<file path="config.mk">
export PLATFORM = sky130hd
export DESIGN_NAME = fetch_stage
export DESIGN_NICKNAME = d
export VERILOG_FILES = /design/src/rtl/fetch_stage.sv
export SDC_FILE = /design/constraint.sdc
export NUM_CORES = 1
export LEC_CHECK = 0
export BUFFER_PORTS_ARGS = -buffer_cell sky130_fd_sc_hd__buf_2
export CAP_MARGIN = 20
export CORE_MARGIN = 4
export CORE_UTILIZATION = 60
export DETAILED_ROUTE_END_ITERATION = 16
export GPL_TIMING_DRIVEN = 0
export PLACE_DENSITY = 0.95
export SYNTH_ARGS = -nofsm -noshare
export SYNTH_HDL_FRONTEND = slang
export SYNTH_SLANG_ARGS = --single-unit
</file>
<file path="constraint.sdc">
create_clock -name clk_i -period 9.1 [get_ports clk_i]
set_input_delay 1.82 -clock clk_i [delete_from_list [all_inputs] [get_ports clk_i]]
set_output_delay 1.82 -clock clk_i [all_outputs]
set_load 0.01 [all_outputs]
</file>
<file path="src/rtl/fetch_stage.sv">
// Instruction fetch stage: keeps the PC, issues fixed-latency instruction
// memory reads and buffers returned instructions in a 2-entry FIFO for decode.
module fetch_stage #(
    parameter int                         ADDRESS_WIDTH = 32,
    parameter int                         DATA_WIDTH    = 32,
    parameter logic [ADDRESS_WIDTH-1:0]   RESET_PC      = 32'h0000_0000
) (
    input  logic                      clk_i,
    input  logic                      rst_ni,
    input  logic                      stall_i,
    input  logic                      redirect_i,
    input  logic [ADDRESS_WIDTH-1:0]  redirect_pc_i,
    output logic                      imem_req_o,
    output logic [ADDRESS_WIDTH-1:0]  imem_addr_o,
    input  logic [DATA_WIDTH-1:0]     imem_rdata_i,
    output logic                      valid_o,
    input  logic                      ready_i,
    output logic [ADDRESS_WIDTH-1:0]  pc_o,
    output logic [ADDRESS_WIDTH-1:0]  pc_plus4_o,
    output logic [DATA_WIDTH-1:0]     instr_o
);

    localparam logic [DATA_WIDTH-1:0]    NOP_INSTR = DATA_WIDTH'(32'h0000_0013);
    localparam logic [ADDRESS_WIDTH-1:0] PC_STEP   = ADDRESS_WIDTH'(4);

    logic [ADDRESS_WIDTH-1:0] pc_q, pc_d;
    logic [1:0]               count_q, count_d;
    logic                     inflight_q, inflight_d;
    logic [ADDRESS_WIDTH-1:0] inflightPc_q, inflightPc_d;
    logic                     rdPtr_q, rdPtr_d;
    logic                     wrPtr_q, wrPtr_d;
    logic [ADDRESS_WIDTH-1:0] fifoPc_q    [2];
    logic [DATA_WIDTH-1:0]    fifoInstr_q [2];

    logic       pop;
    logic       push;
    logic       req;
    logic [2:0] pending;
    logic [1:0] unusedLowBits;

    assign unusedLowBits = redirect_pc_i[1:0];

    // Handshake decode: pop on accept, push whenever a response returns unflushed,
    // request only when the FIFO is guaranteed to have room for the response.
    always_comb begin
        valid_o = (count_q != 2'd0);
        pop     = valid_o && ready_i;
        push    = inflight_q && !redirect_i;
        pending = {1'b0, count_q} + {2'b00, inflight_q} - {2'b00, pop};
        req     = rst_ni && !redirect_i && !stall_i && (pending <= 3'd1);
    end

    assign imem_req_o  = req;
    assign imem_addr_o = pc_q;

    // Next-state for PC, in-flight tracking and FIFO bookkeeping; redirect flushes everything.
    always_comb begin
        pc_d         = pc_q;
        inflight_d   = req;
        inflightPc_d = inflightPc_q;
        count_d      = count_q;
        rdPtr_d      = rdPtr_q;
        wrPtr_d      = wrPtr_q;
        if (redirect_i) begin
            pc_d    = {redirect_pc_i[ADDRESS_WIDTH-1:2], 2'b00};
            count_d = 2'd0;
            rdPtr_d = 1'b0;
            wrPtr_d = 1'b0;
        end else begin
            if (req) begin
                pc_d         = pc_q + PC_STEP;
                inflightPc_d = pc_q;
            end
            count_d = count_q + {1'b0, push} - {1'b0, pop};
            rdPtr_d = rdPtr_q ^ pop;
            wrPtr_d = wrPtr_q ^ push;
        end
    end

    // Control state registers with asynchronous reset.
    always_ff @(posedge clk_i or negedge rst_ni) begin
        if (!rst_ni) begin
            pc_q         <= RESET_PC;
            count_q      <= 2'd0;
            inflight_q   <= 1'b0;
            inflightPc_q <= '0;
            rdPtr_q      <= 1'b0;
            wrPtr_q      <= 1'b0;
        end else begin
            pc_q         <= pc_d;
            count_q      <= count_d;
            inflight_q   <= inflight_d;
            inflightPc_q <= inflightPc_d;
            rdPtr_q      <= rdPtr_d;
            wrPtr_q      <= wrPtr_d;
        end
    end

    // FIFO storage: write the returning response at the tail.
    always_ff @(posedge clk_i or negedge rst_ni) begin
        if (!rst_ni) begin
            fifoPc_q[0]    <= '0;
            fifoPc_q[1]    <= '0;
            fifoInstr_q[0] <= '0;
            fifoInstr_q[1] <= '0;
        end else if (push) begin
            fifoPc_q[wrPtr_q]    <= inflightPc_q;
            fifoInstr_q[wrPtr_q] <= imem_rdata_i;
        end
    end

    // Head entry to decode, or a NOP at PC 0 when nothing is buffered.
    always_comb begin
        pc_o       = '0;
        pc_plus4_o = PC_STEP;
        instr_o    = NOP_INSTR;
        if (valid_o) begin
            pc_o       = fifoPc_q[rdPtr_q];
            pc_plus4_o = fifoPc_q[rdPtr_q] + PC_STEP;
            instr_o    = fifoInstr_q[rdPtr_q];
        end
    end

    // The request throttle must make a push into a full FIFO unreachable.
    assert property (@(posedge clk_i) disable iff (!rst_ni)
        !(push && !pop && (count_q == 2'd2)));

endmodule

</file>
==> results.md, run 1 <==
Critical path:
- STA classifies the critical path endpoint as an output port.
- The worst register-to-register path has a setup slack of 4.70 ns.
- The endpoint arrival time on the critical path is 4.81 ns.
- Along the worst path, the maximum fanout reaches 11.
- The last element of the critical path is imem_req_o.
- The classification of the worst setup path is primary input to output port.
- The startpoint of the most critical setup path is ready_i.
- In this run the critical register-to-register path is launched from count_q[1]$_DFF_PN0_.
- The number of cells on the worst reg-to-reg path is 15.
- The required time of the critical path is 7.28 ns.
- STA classifies the critical path startpoint as a primary input.
- In this run the critical register-to-register path is captured at inflightPc_q[27]$_DFFE_PN0P_.

Timing:
- The final number of hold-violating endpoints is 0.
- The count of final setup violators is 0.
- Static timing analysis puts the maximum clock frequency at 0.1508 GHz.
- Of the available clock period, the critical path in the final layout requires 72.85%.
- For the final database, setup skew stands at 0.006608 ns.
- Adding up every negative setup slack in the final design gives 0 ns.
- The number of max-slew violations in the final report is 0.
- Setup repair after global routing left no endpoint under its margin.
- For the pin with the worst max-slew slack, the measured transition is 0.9464 ns.
- The final critical path time including I/O delays and setup is 6.629 ns.
- In this run the tightest slew margin relative to its limit is 35.10%.

Global route:
- The first global-routing pass estimated 44,440 µm of wire.
- The total global routing overflow is 0.
- The number of global-route vias before repair came to 8,470.
- The all-layer global routing usage is 30.95%.
- The number of antenna violations at the first check in global routing is 0.
- The pin count of the biggest net entering global routing is 97.

Power and ir drop:
- VDD sags by at most 0.1614 mV.
- Summed over all cells, the static leakage comes to 5.633 nW.
- Dividing total power by cell area gives a power density of 272.1 mW/mm².
- After layout, the design draws a total of 3.171 mW.

Yosys:
- The sequential element share of the synthesized area is 48.57%.
- The synthesized instance count is 925.
- After synthesis, the netlist uses 63 different library cells.
- The post-synthesis average cell area is 10.53 µm².
- Yosys mapped a number of flops with a built-in enable equal to 0.
- After synthesis the cells add up to 0.009738 mm².
- Among all flip-flop cells after synthesis, the most frequent one is sky130_fd_sc_hd__dfrtp_1.
- The number of warnings issued by yosys is 0.
- Synthesis inferred 189 register bits.
- The proportion of synthesized flip-flops having asynchronous set or reset is 100.0%.

Die:
- For this configuration, the core starts out at a cell density of 61.30%.
- From bottom edge to top edge, the die measures 135.4 µm.
- The core region is 0.01589 mm².
- The die covers 0.01833 mm².
- 199 I/O pins were placed.
- The die is 135.4 µm wide.
- Row generation in the floorplan step produced 46 rows.

Final layout:
- After the last flow step, the layout net total stands at 1,218.
- The post-route netlist has 33.82% of its cells at a drive strength greater than 1.
- The count of antenna diodes in the layout is 0.
- From synthesis to final layout, the design area changed by 19.68%.
- Measured on the finished design, the core utilization comes to 73.37%.

Run status:
- The run finished with clean final reports.

Place:
- The congestion estimate from routability-driven global placement came to 0.9455.
- The number of I/O port buffers is 190.
- Summed over all nets, the half-perimeter wirelength after detailed placement is 19,710 µm.

Routing:
- For this run, design rule violations remaining after detail routing come to 0.
- Wire segments on met3 add up to 2543 µm in the final route.
- The top metal layer carrying routed signals is met4.
- Summed over all layers, the routed wires come to 27,890 µm.
- The routed metal-1 wirelength is 10,770 µm.
- The remaining antenna violation count after routing is 0.
- The mean routed wirelength per cell is 20.37 µm.
- The via-per-instance ratio is 6.174.
- The met2 layer wire length in the routed design is 13,200 µm.
- The final route contains 8,452 vias.
- For this block, the initial DRC count from the detailed router was 920.
- The first detailed-routing pass took 5 iterations.

Clocking:
- In this run the number of H-tree levels came out at 4.
- The library cell used as clock root buffer is sky130_fd_sc_hd__clkbuf_16.
- The longest clock path from root to sink contains 2 buffers.
- The CTS tree is built.
- TritonCTS created 17 clock buffers.
- For this design, the sink count on the clock tree is 189.
- The number of setup buffers added after CTS is 0.
- Clock-pin slew was measured on the worst setup and hold paths at 0.06 ns.
- The source-to-sink clock delay at the later pin of the worst-skew pair is 0.44 ns.
- The number of gates resized after CTS is 0.
- The number of buffers inserted for hold repair after clock tree synthesis is 0.

Hold path:
- The class of the most critical hold timing path is flip-flop to flip-flop.

Flow run:
- Max-cap violations in this run came to 0.
[registers in the layout, indices dropped and copies added (netlist names)]
signal        count
wrPtr_q           1
fifoInstr_q      64
inflightPc_q     30
count_q           2
fifoPc_q         60
rdPtr_q           1
inflight_q        1
imem_addr_o      30
[critical path, stage by stage]
cell	delay, ns
sky130_fd_sc_hd__buf_2	0.09
sky130_fd_sc_hd__and2_1	0.19
sky130_fd_sc_hd__ha_1	0.29
sky130_fd_sc_hd__inv_1	0.05
sky130_fd_sc_hd__ha_1	0.12
sky130_fd_sc_hd__inv_1	0.05
sky130_fd_sc_hd__fa_1	0.47
sky130_fd_sc_hd__nand4bb_1	0.10
sky130_fd_sc_hd__or2_2	0.35
sky130_fd_sc_hd__inv_1	0.09
sky130_fd_sc_hd__buf_2	0.23
sky130_fd_sc_hd__buf_2	0.30
sky130_fd_sc_hd__buf_1	0.42
sky130_fd_sc_hd__buf_2	0.22
[stage by stage]
step	hold slack (ns)	worst slack (ns)	cells	area, µm²
floorplan	0.4567	3.192	930	9757
global placement	0.4819	0.7012	1336	10980
detailed placement	0.4919	2.593	1337	11020
CTS	0.5071	2.528	1369	11650
global route	0.5182	2.312	1369	11650
finish	0.5055	2.471	1369	11650
[cells in the final DEF (no fill, tap or decap), types with 8 or more instances in the layout]
master                      instances
sky130_fd_sc_hd__inv_1             13
sky130_fd_sc_hd__buf_4             10
sky130_fd_sc_hd__mux2i_1           56
sky130_fd_sc_hd__nor2_1            92
sky130_fd_sc_hd__nand3_1           26
sky130_fd_sc_hd__o311ai_0           9
sky130_fd_sc_hd__nand2_1          149
sky130_fd_sc_hd__clkbuf_16         17
sky130_fd_sc_hd__o21ai_0           26
sky130_fd_sc_hd__dfrtp_1          189
sky130_fd_sc_hd__and2_1            10
sky130_fd_sc_hd__nand4_1           18
sky130_fd_sc_hd__buf_2            195
sky130_fd_sc_hd__clkbuf_1          32
sky130_fd_sc_hd__o211ai_1           8
sky130_fd_sc_hd__a21oi_1           13
sky130_fd_sc_hd__xnor2_1           16
sky130_fd_sc_hd__ha_1               8
sky130_fd_sc_hd__mux2_2           129
[synth_stat cells (all sizes together), types with 3 or more instances]
cell    number  area (µm²)
a22oi        8       75.08
mux2       129        1453
and2        10       62.56
mux2i       56       560.5
nand4b       5       50.04
nor2b        6       37.54
nand3       26       130.1
nand2      149       559.3
clkbuf      32       120.1
a211oi       3       22.52
nor3         8       45.04
nor4         4       25.02
ha           8       100.1
a31oi        3       18.77
a32oi        4       35.03
o21ai       26       130.1
o31ai        6       45.04
inv         13       48.80
or2          4       25.02
buf         25       172.7
nor2        92       345.3
xor2         4       35.03
xnor2       16       140.1
or4          4       30.03
o311ai      10       87.59
nand4       22       171.4
nand3b       6       45.04
o211ai       8       60.06
and3         8       51.30
dfrtp      189        4730
a21oi       13       65.06
[power breakdown]
group	switching (mW)	internal, mW	total [mW]
combinational	0.598	0.451	1.05
clock	0.327	0.476	0.803
sequential	0.228	1.09	1.32
[final cells by class]
cell class                      instances  area [µm²]
Sequential cell                       189        4730
Multi-Input combinational cell        669        4678
Buffer                                 57       292.8
Fill cell                            1070        4230
Tap cell                              216       270.3
Inverter                               15       56.30
Clock buffer                           19       452.9
Timing Repair Buffer                  191       988.4
Clock inverter                         13       186.4
[routing by layer]
layer  track usage [%]  up-vias
li1                  -     3691
met4             14.78        0
met2             49.45      567
met3             6.241      112
met1             40.80     4082
met5                 0        -
[logic make-up (layout without fill, tap and decap cells)]
kind of cell	Yosys count	after routing	share of synthesized area (%)
other	1	6	0.03851
buffers and inverters	72	295	3.585
multiplexers	185	185	20.67
adder cells (fa/ha/maj)	9	9	1.234
flip-flops	189	189	48.57
XOR/XNOR	20	20	1.799
AND/OR/NAND/NOR	352	352	16.95
AO/OA/AOI/OAI	97	97	7.157
[how the worst min path moves through the flow]
stage | start | to | slack (ns) | cells after the start
floorplan | inflightPc_q[8]$_DFFE_PN0P_ | inflightPc_q[8]$_DFFE_PN0P_ | 0.46 | 2
global placement | inflightPc_q[12]$_DFFE_PN0P_ | inflightPc_q[12]$_DFFE_PN0P_ | 0.48 | 2
detailed placement | inflightPc_q[9]$_DFFE_PN0P_ | inflightPc_q[9]$_DFFE_PN0P_ | 0.49 | 2
CTS | inflightPc_q[9]$_DFFE_PN0P_ | inflightPc_q[9]$_DFFE_PN0P_ | 0.51 | 2
global route | fifoInstr_q[45]$_DFFE_PN0P_ | fifoInstr_q[45]$_DFFE_PN0P_ | 0.52 | 1
finish | fifoPc_q[45]$_DFFE_PN0P_ | fifoPc_q[45]$_DFFE_PN0P_ | 0.51 | 1
Note: power is estimated with default switching activity, not from simulation.
==> inputs of run 2 (changes only) <==
Settings changed: ABC_AREA from default to 1, CORE_UTILIZATION 60 to 56, PLACE_DENSITY 0.95 to 0.9.
Clock period 9.1 ns to 6.45 ns, I/O delays scaled along.
==> run 2 against run 1 <==
Effect of this change: clock skew is 0.0044 ns higher; final area is 3.3% higher; synthesized cell count is 39% higher; global-route usage is 1.5 points lower; first-iteration DRC count is 17% lower; die area is 11% higher; sequential power is 45% higher; sequential cell count stayed put; largest cell class unchanged; wire length is 6.9% higher; highest routed layer unchanged; worst setup slack worse by 1.8 ns.
==> results.md, run 2 <==
Global route:
- The all-layer global routing usage is 29.42% (-1.5 points).
- The pin count of the biggest net entering global routing is 113 (+16%).
- The number of global-route vias before repair is 9,303 (+9.8%).
- The total global routing overflow is 0 (unchanged).
- The number of antenna violations at the first check in global routing is 0 (unchanged).
- The global-route wire length before repair is 47,510 µm (+6.9%).

Die:
- The die boundary height came to 142.7 µm (+5.4%).
- The number of placed I/O pins is 199 (unchanged).
- The area of the die came to 0.02035 mm² (+11%).
- The starting density of the core is 57.91% (-3.4 points).
- The overall die width is 142.7 µm (+5.4%).
- The core footprint is 0.01754 mm² (+10%).
- The cell row count came to 48 (+4.3%).

Routing:
- The mean routed wirelength per cell is 17.13 µm (-16%).
- The sum of routed wire length over all layers was 29,820 µm (+6.9%).
- The via-per-instance ratio is 5.536 (-10%).
- The remaining antenna violation count after routing was 0 (unchanged).
- The remaining design rule violation count is 0 (unchanged).
- The number of detailed-routing iterations run before antenna repair is 5 (unchanged).
- The via total after detailed routing is 9,638 (+14%).
- The initial DRC count is 760 (-17%).

Final layout:
- The register with the most flip-flops in the final layout is fifoInstr_q.
- The flip-flop count of the largest register, all copies and words added is 64 (unchanged).
- Relative to the synthesized area, the layout overhead comes to 18.56%.
- The number of filler instances in the final layout came to 1,367 (+28%).
- The leading cell type in the layout, fill and taps excluded is sky130_fd_sc_hd__nand2_1.
- The largest registers in the layout are fifoInstr_q (64), fifoPc_q (60).
- The top cell types in the final layout, fill and taps aside, are 321 x sky130_fd_sc_hd__nand2_1, 199 x sky130_fd_sc_hd__buf_2, 189 x sky130_fd_sc_hd__dfrtp_1.
- The share of cells above drive strength 1 is 21.97% (-12 points).
- The count of antenna diodes in the layout came to 0 (unchanged).
- The share of the core filled with cells is 68.65% (-4.7 points).
- The number of nets in the final layout came to 1,581 (+30%).
- The final design instance area without fill is 0.01204 mm² (+3.3%).

Clocking:
- The number of setup buffers added after CTS came to 0 (unchanged).
- The library cell used as clock root buffer is sky130_fd_sc_hd__clkbuf_16.
- The clock-pin slew of the registers on the worst-case setup and hold paths is 0.08 ns (+0.02 ns).
- The CTS tree is built.
- The largest buffer count on any clock path is 2 (unchanged).
- The TritonCTS sink count was 189 (unchanged).
- The number of buffers added by the clock tree synthesis step came to 17 (unchanged).
- The maximum level of the CTS H-tree was 4 (unchanged).
- The number of buffers inserted for hold repair after clock tree synthesis came to 0 (unchanged).
- The number of gates resized after CTS came to 0 (unchanged).
- The source-to-sink clock delay at the later pin of the worst-skew pair is 0.45 ns (about the same).

Power and ir drop:
- The combinational share of power is 38.1% (+5.0 points).
- The total power per unit cell area is 398.9 mW/mm² (+47%).
- The clock power share is 22.0% (-3.3 points).
- The maximum resistive drop on vdd came to 0.2267 mV (+40%).
- The total design power came to 4.802 mW (+51%).
- The internal power component came to 2.786 mW (+38%).
- The net switching component of the power was 2.016 mW (+75%).
- The portion of total power attributed to sequential cells was 39.9% (-1.7 points).
- The leakage power is 6.099 nW (+8.3%).
- The switching part of the total is 41.99% (+5.6 points).

Timing:
- The final number of hold-violating endpoints is 0 (unchanged).
- The number of max-slew violations in the final report came to 0 (unchanged).
- The final setup TNS is 0 ns (unchanged).
- The post-route worst hold slack came to 0.4953 ns (-0.01022 ns).
- The clock skew after layout is 0.01105 ns (+0.004446 ns).
- The maximum operating frequency is 0.1726 GHz.
- After layout, the worst path uses 89.82% of the clock period.
- Setup repair after global routing left no endpoint under its margin.
- Counting I/O delays and the setup requirement, the final critical path takes 5.793 ns.
- The tightest slew margin relative to the limit came to 43.15% (+8.0 points).
- The count of final setup violators is 0 (unchanged).
- The transition time at the pin with the least slew margin is 0.8495 ns (-0.09681 ns).

Hold path:
- The class of the most critical hold timing path is flip-flop to flip-flop.
- The path with the worst hold slack has its endpoint at inflightPc_q[10]$_DFFE_PN0P_.
- In this run the most critical hold path is launched from inflightPc_q[10]$_DFFE_PN0P_.
- The instance count along the most critical hold path is 2 (+1).

Critical path:
- The endpoint arrival time on the critical path is 4.50 ns (-0.31 ns).
- The kind of end point of the critical path is an output port.
- The largest fanout of any net on the critical path came to 11 (unchanged).
- The required time of the critical path is 5.16 ns (-2.12 ns).
- The startpoint identified for the worst register-to-register timing path is count_q[1]$_DFF_PN0_.
- The kind of start point of the critical path is a flip-flop.
- The endpoint identified for the worst register-to-register timing path is imem_addr_o[25]$_DFFE_PN0P_.
- The cell depth of the worst flop-to-flop path came to 15 (unchanged).
- The critical path in this run is classified as flip-flop to output port.
- The minimum setup slack among reg-to-reg paths is 2.20 ns (-2.50 ns).

Place:
- The cell area after placement came to 0.01144 mm² (+3.8%).
- The weighted congestion reported at the end of routability-driven placement is 0.9291 (-1.7%).
- The number of I/O port buffers was 189 (-0.53%).
- The half-perimeter wire length after detailed placement is 22,170 µm (+12%).

Yosys:
- The most common cell in the synthesized netlist is sky130_fd_sc_hd__nand2_1.
- The post-synthesis instance area is 0.01015 mm² (+4.3%).
- The number of enable flip-flop cells after synthesis is 0 (unchanged).
- The number of distinct library cells after synthesis came to 38 (-40%).
- The sequential element share of the synthesized area is 46.57% (-2.0 points).
- The cell type with the largest total area after synthesis is sky130_fd_sc_hd__dfrtp_1.
- The commonest cells after synthesis are 321 x sky130_fd_sc_hd__nand2_1, 189 x sky130_fd_sc_hd__dfrtp_1, 162 x sky130_fd_sc_hd__inv_1.
- The share of the synthesized area in the top cell type is 46.57% (-2.0 points).
- The post-synthesis average cell area is 7.878 µm² (-25%).
- The synthesized instance count is 1,289 (+39%).
- The proportion of synthesized flip-flops having asynchronous set or reset is 100.0% (unchanged).
- The number of register bits inferred by synthesis is 189 (unchanged).
- Ranked by total cell area, the synthesized netlist is headed by sky130_fd_sc_hd__dfrtp_1 47%, sky130_fd_sc_hd__nand2_1 12%, sky130_fd_sc_hd__o21ai_0 6.9%, sky130_fd_sc_hd__inv_1 6.0%, sky130_fd_sc_hd__mux2_2 6.0%.
- The most used flip-flop cell after synthesis is sky130_fd_sc_hd__dfrtp_1.
- The number of warnings issued by yosys was 0 (unchanged).

Flow run:
- The number of violations of the max-capacitance limit is 0 (unchanged).

Run status:
- The flow ran to the end, and the final reports show no timing, DRC or antenna violations.
## run 2: final cells by class
type	instances	area (µm²)	area share, %
plain buffers	68	325.3	2.702
clock buffers	17	425.4	3.534
clock inverters	15	175.2	1.455
inverters	166	623.1	5.176
multi-input cells	871	4496	37.34
flip-flops and latches	189	4730	39.29
well taps	225	281.5	2.338
repair buffers	190	983.4	8.169
## run 2: through the flow
step / std cells / worst slack [ns]
finish: 1741 / 0.6565
detailed placement: 1709 / 1.221
floorplan: 1294 / 2.025
global placement: 1708 / -0.6490
global route: 1741 / 0.4090
CTS: 1741 / 0.7388
## run 2: per-layer routing
metal	global-route usage (%)	vias up	wire length (µm)	share of wire, %
met5	0	-	0	0
met4	11.31	0	990	3.3
met3	5.861	84	2966	9.9
met2	47.95	542	13960	47
met1	39.08	4479	11900	40
li1	-	4533	-	-
## run 2: critical path, cell delays in order, from the launching register on
cell and delay, ns:
sky130_fd_sc_hd__dfrtp_1 0.46, sky130_fd_sc_hd__nor2_1 0.69, sky130_fd_sc_hd__buf_2 0.44, sky130_fd_sc_hd__nor2_1 0.14, sky130_fd_sc_hd__ha_1 0.29, sky130_fd_sc_hd__inv_1 0.06
sky130_fd_sc_hd__ha_1 0.13, sky130_fd_sc_hd__inv_1 0.05, sky130_fd_sc_hd__fa_1 0.49, sky130_fd_sc_hd__nand2_1 0.06, sky130_fd_sc_hd__nor3_1 0.16, sky130_fd_sc_hd__nand2_1 0.10
sky130_fd_sc_hd__clkinv_1 0.21, sky130_fd_sc_hd__buf_1 0.53, sky130_fd_sc_hd__buf_2 0.25
## run 2: logic make-up (layout without fill, tap and decap cells)
| family | after synthesis | in the layout | share of synthesized area (%) |
|---|---|---|---|
| xor gates and xnor gates | 20 | 20 | 1.725 |
| and+or+nand+nor | 542 | 542 | 22.43 |
| buffers and inverters | 234 | 456 | 9.339 |
| muxes | 54 | 54 | 5.988 |
| other | 1 | 6 | 0.03693 |
| DFF | 189 | 189 | 46.57 |
| AOI/OAI and AO/OA | 240 | 240 | 12.73 |
| adders and majority gates | 9 | 9 | 1.183 |
## run 2: worst max-delay path by stage
stage,cells past startpoint,slack (ns),end,start
6_report,14,0.66,imem_req_o,count_q[1]$_DFF_PN0_
5_1_grt,14,0.41,imem_req_o,count_q[1]$_DFF_PN0_
4_1_cts,14,0.74,imem_req_o,count_q[1]$_DFF_PN0_
3_5_place_dp,14,1.22,imem_req_o,ready_i
3_3_place_gp,7,-0.65,imem_req_o,rst_ni
2_1_floorplan,12,2.03,imem_req_o,ready_i
## run 2: power by group through the flow
stage	clock (mW)	sequential (mW)	combinational (mW)
finish	1.06	1.92	1.83
detailed placement	0	1.92	1.78
global route	1.11	1.96	2.02
global placement	0	1.89	1.71
floorplan	0	1.85	1.19
CTS	1.06	1.90	1.81
==> inputs of run 3 (changes only) <==
Clock period 6.45 ns to 5.45 ns, I/O delays scaled along.
==> run 3 against run 2 <==
Effect of this change: worst setup slack got worse by 0.29 ns; register-to-register slack got worse by 0.77 ns; largest cell class unchanged; clock skew barely moved; largest power group unchanged; sequential power rose by 18%; critical endpoint unchanged; via count barely moved.
==> results.md, run 3 (synthesis results as in run 2) <==
Timing:
- The count of final setup violators is 0 (unchanged).
- The clock skew after layout is 0.01057 ns (-0.0004824 ns).
- The transition time at the pin with the least slew margin is 0.8688 ns (+0.01921 ns).
- The tightest slew margin relative to the limit came to 42.08% (-1.1 points).
- Setup repair after global routing left no endpoint under its margin.
- The final number of hold-violating endpoints is 0 (unchanged).
- The number of max-slew violations in the final report was 0 (unchanged).
- The maximum operating frequency is 0.1969 GHz.
- Of the available clock period, the critical path in the final layout requires 93.21%.
- The worst path needs 5.080 ns of the cycle, external delays included.
- The final setup TNS is 0 ns (unchanged).

Critical path:
- The required time of the critical path was 4.36 ns (-0.80 ns).
- In this run the critical register-to-register path is captured at imem_addr_o[7]$_DFFE_PN0P_.
- The largest fanout of any net on the critical path is 19 (+8).
- In this run the worst setup path begins at count_q[1]$_DFF_PN0_.
- The minimum setup slack among reg-to-reg paths is 1.43 ns (-0.77 ns).
- In this run the critical register-to-register path is launched from count_q[1]$_DFF_PN0_.
- The kind of start point of the critical path is a flip-flop.
- The endpoint arrival time on the critical path came to 3.99 ns (-0.51 ns).
- The cell depth of the worst flop-to-flop path is 15 (unchanged).
- The kind of end point of the critical path is an output port.
- The most critical setup path has its endpoint at imem_req_o.
- The classification of the worst setup path is flip-flop to output port.

Routing:
- The remaining design rule violation count is 0 (unchanged).
- The via total after detailed routing was 9,634 (-0.042%).
- The via-per-instance ratio is 5.537 (about the same).
- The number of detailed-routing iterations run before antenna repair is 6 (+1).
- The initial DRC count is 768 (+1.1%).
- The mean routed wirelength per cell is 17.07 µm (-0.32%).
- The remaining antenna violation count after routing is 0 (unchanged).
- The sum of routed wire length over all layers came to 29,710 µm (-0.38%).

Global route:
- The global-route wire length before repair is 47,490 µm (about the same).
- The total global routing overflow was 0 (unchanged).
- The pin count of the biggest net entering global routing is 113 (unchanged).
- The number of antenna violations at the first check in global routing is 0 (unchanged).
- The number of global-route vias before repair is 9,307 (+0.043%).
- The all-layer global routing usage is 29.40% (about the same).

Clocking:
- The TritonCTS sink count came to 189 (unchanged).
- The source-to-sink clock delay at the later pin of the worst-skew pair was 0.45 ns (about the same).
- The number of buffers added by the clock tree synthesis step was 17 (unchanged).
- TritonCTS built the clock tree.
- The number of gates resized after CTS was 1 (+1).
- The number of setup buffers added after CTS is 0 (unchanged).
- The maximum level of the CTS H-tree was 4 (unchanged).
- The largest buffer count on any clock path is 2 (unchanged).
- The clock-pin slew of the registers on the worst-case setup and hold paths is 0.08 ns (about the same).
- The number of buffers inserted for hold repair after clock tree synthesis was 0 (unchanged).
- The library cell used as clock root buffer is sky130_fd_sc_hd__clkbuf_16.

Die:
- The overall die width came to 142.7 µm (unchanged).
- The die boundary height is 142.7 µm (unchanged).
- The area of the die came to 0.02035 mm² (unchanged).
- The starting density of the core is 57.91% (unchanged).
- The number of placed I/O pins is 199 (unchanged).
- The core footprint is 0.01754 mm² (unchanged).
- The cell row count was 48 (unchanged).

Final layout:
- The share of cells above drive strength 1 is 22.05% (+0.081 points).
- The relative area change from synthesis to final layout is 18.54% (about the same).
- The flip-flop count of the largest register, all copies and words added is 64 (unchanged).
- In the layout the commonest cells are 321 x sky130_fd_sc_hd__nand2_1, 199 x sky130_fd_sc_hd__buf_2, 189 x sky130_fd_sc_hd__dfrtp_1.
- The count of antenna diodes in the layout is 0 (unchanged).
- The leading cell type in the layout, fill and taps excluded is sky130_fd_sc_hd__nand2_1.
- The share of the core filled with cells is 68.64% (about the same).
- The number of nets in the final layout was 1,580 (-0.063%).
- The largest registers in the layout are fifoInstr_q (64), fifoPc_q (60).
- The register with the highest flop count is fifoInstr_q.

Place:
- The half-perimeter wire length after detailed placement came to 22,170 µm (unchanged).
- The weighted congestion reported at the end of routability-driven placement is 0.9291 (unchanged).
- The number of I/O port buffers was 189 (unchanged).

Run status:
- The flow ran to the end, and the final reports show no timing, DRC or antenna violations.

Power and ir drop:
- The total power per unit cell area came to 471.8 mW/mm² (+18%).
- The maximum resistive drop on vdd is 0.2701 mV (+19%).
- The leakage power is 6.098 nW (about the same).

Flow run:
- The number of violations of the max-capacitance limit is 0 (unchanged).

Hold path:
- The class of the most critical hold timing path is flip-flop to flip-flop.
## run 3: layer usage
| metal | part of all wire, % | global-route usage [%] | vias to the layer above | wire length [µm] |
|---|---|---|---|---|
| met5 | 0 | 0 | - | 0 |
| met4 | 3.3 | 11.36 | 0 | 986 |
| met3 | 9.1 | 5.861 | 79 | 2704 |
| met2 | 47 | 47.87 | 511 | 13990 |
| met1 | 40 | 39.08 | 4514 | 12030 |
| li1 | - | - | 4530 | - |
## run 3: area by class of cell
cell class,instances,area [µm²]
multi-input combinational,871,4498
tap,225,281.5
timing repair buffer,190,983.4
clock inverter,15,175.2
buffer,67,321.6
clock buffer,17,425.4
sequential,189,4730
inverter,166,623.1
fill,1367,5499
## run 3: worst min-delay path by stage
stage / startpoint / to / slack (ns) / cells past startpoint
after floorplan: inflightPc_q[19]$_DFFE_PN0P_ / fifoPc_q[51]$_DFFE_PN0P_ / 0.45 / 2
after global placement: inflightPc_q[19]$_DFFE_PN0P_ / fifoPc_q[51]$_DFFE_PN0P_ / 0.46 / 2
after detailed placement: inflightPc_q[10]$_DFFE_PN0P_ / inflightPc_q[10]$_DFFE_PN0P_ / 0.48 / 2
after CTS: inflightPc_q[10]$_DFFE_PN0P_ / inflightPc_q[10]$_DFFE_PN0P_ / 0.49 / 2
after global routing: inflightPc_q[10]$_DFFE_PN0P_ / inflightPc_q[10]$_DFFE_PN0P_ / 0.51 / 2
final: inflightPc_q[10]$_DFFE_PN0P_ / inflightPc_q[10]$_DFFE_PN0P_ / 0.49 / 2
## run 3: per-stage QoR
step | power (mW) | hold WS [ns] | setup slack, ns | area (µm²) | instances
5_1_grt | 6.027 | 0.5099 | 0.1176 | 12040 | 1740
3_5_place_dp | 4.383 | 0.4752 | 0.4662 | 11440 | 1709
3_3_place_gp | 4.266 | 0.4597 | -1.249 | 11400 | 1708
6_report | 5.680 | 0.4946 | 0.3703 | 12040 | 1740
2_1_floorplan | 3.597 | 0.4498 | 1.425 | 10170 | 1294
4_1_cts | 5.641 | 0.4942 | 0.1672 | 12040 | 1741
## run 3: where the power goes
| part | internal, mW | switching (mW) | total (mW) | leakage [nW] |
|---|---|---|---|---|
| registers | 1.92 | 0.344 | 2.27 | 2.24 |
| logic | 0.756 | 1.41 | 2.16 | 3.57 |
| clock network | 0.619 | 0.632 | 1.25 | 0.289 |
## run 3: worst max-delay path, stage by stage, from the launching register on
cell and delay, ns:
sky130_fd_sc_hd__dfrtp_1 0.47, sky130_fd_sc_hd__nor2_2 0.44, sky130_fd_sc_hd__buf_2 0.39, sky130_fd_sc_hd__nor2_1 0.14
sky130_fd_sc_hd__ha_1 0.30, sky130_fd_sc_hd__inv_1 0.04, sky130_fd_sc_hd__ha_1 0.17, sky130_fd_sc_hd__inv_1 0.06
sky130_fd_sc_hd__fa_1 0.42, sky130_fd_sc_hd__nand2_1 0.08, sky130_fd_sc_hd__nor3_1 0.06, sky130_fd_sc_hd__nand2_1 0.10
sky130_fd_sc_hd__clkinv_1 0.53, sky130_fd_sc_hd__buf_2 0.36
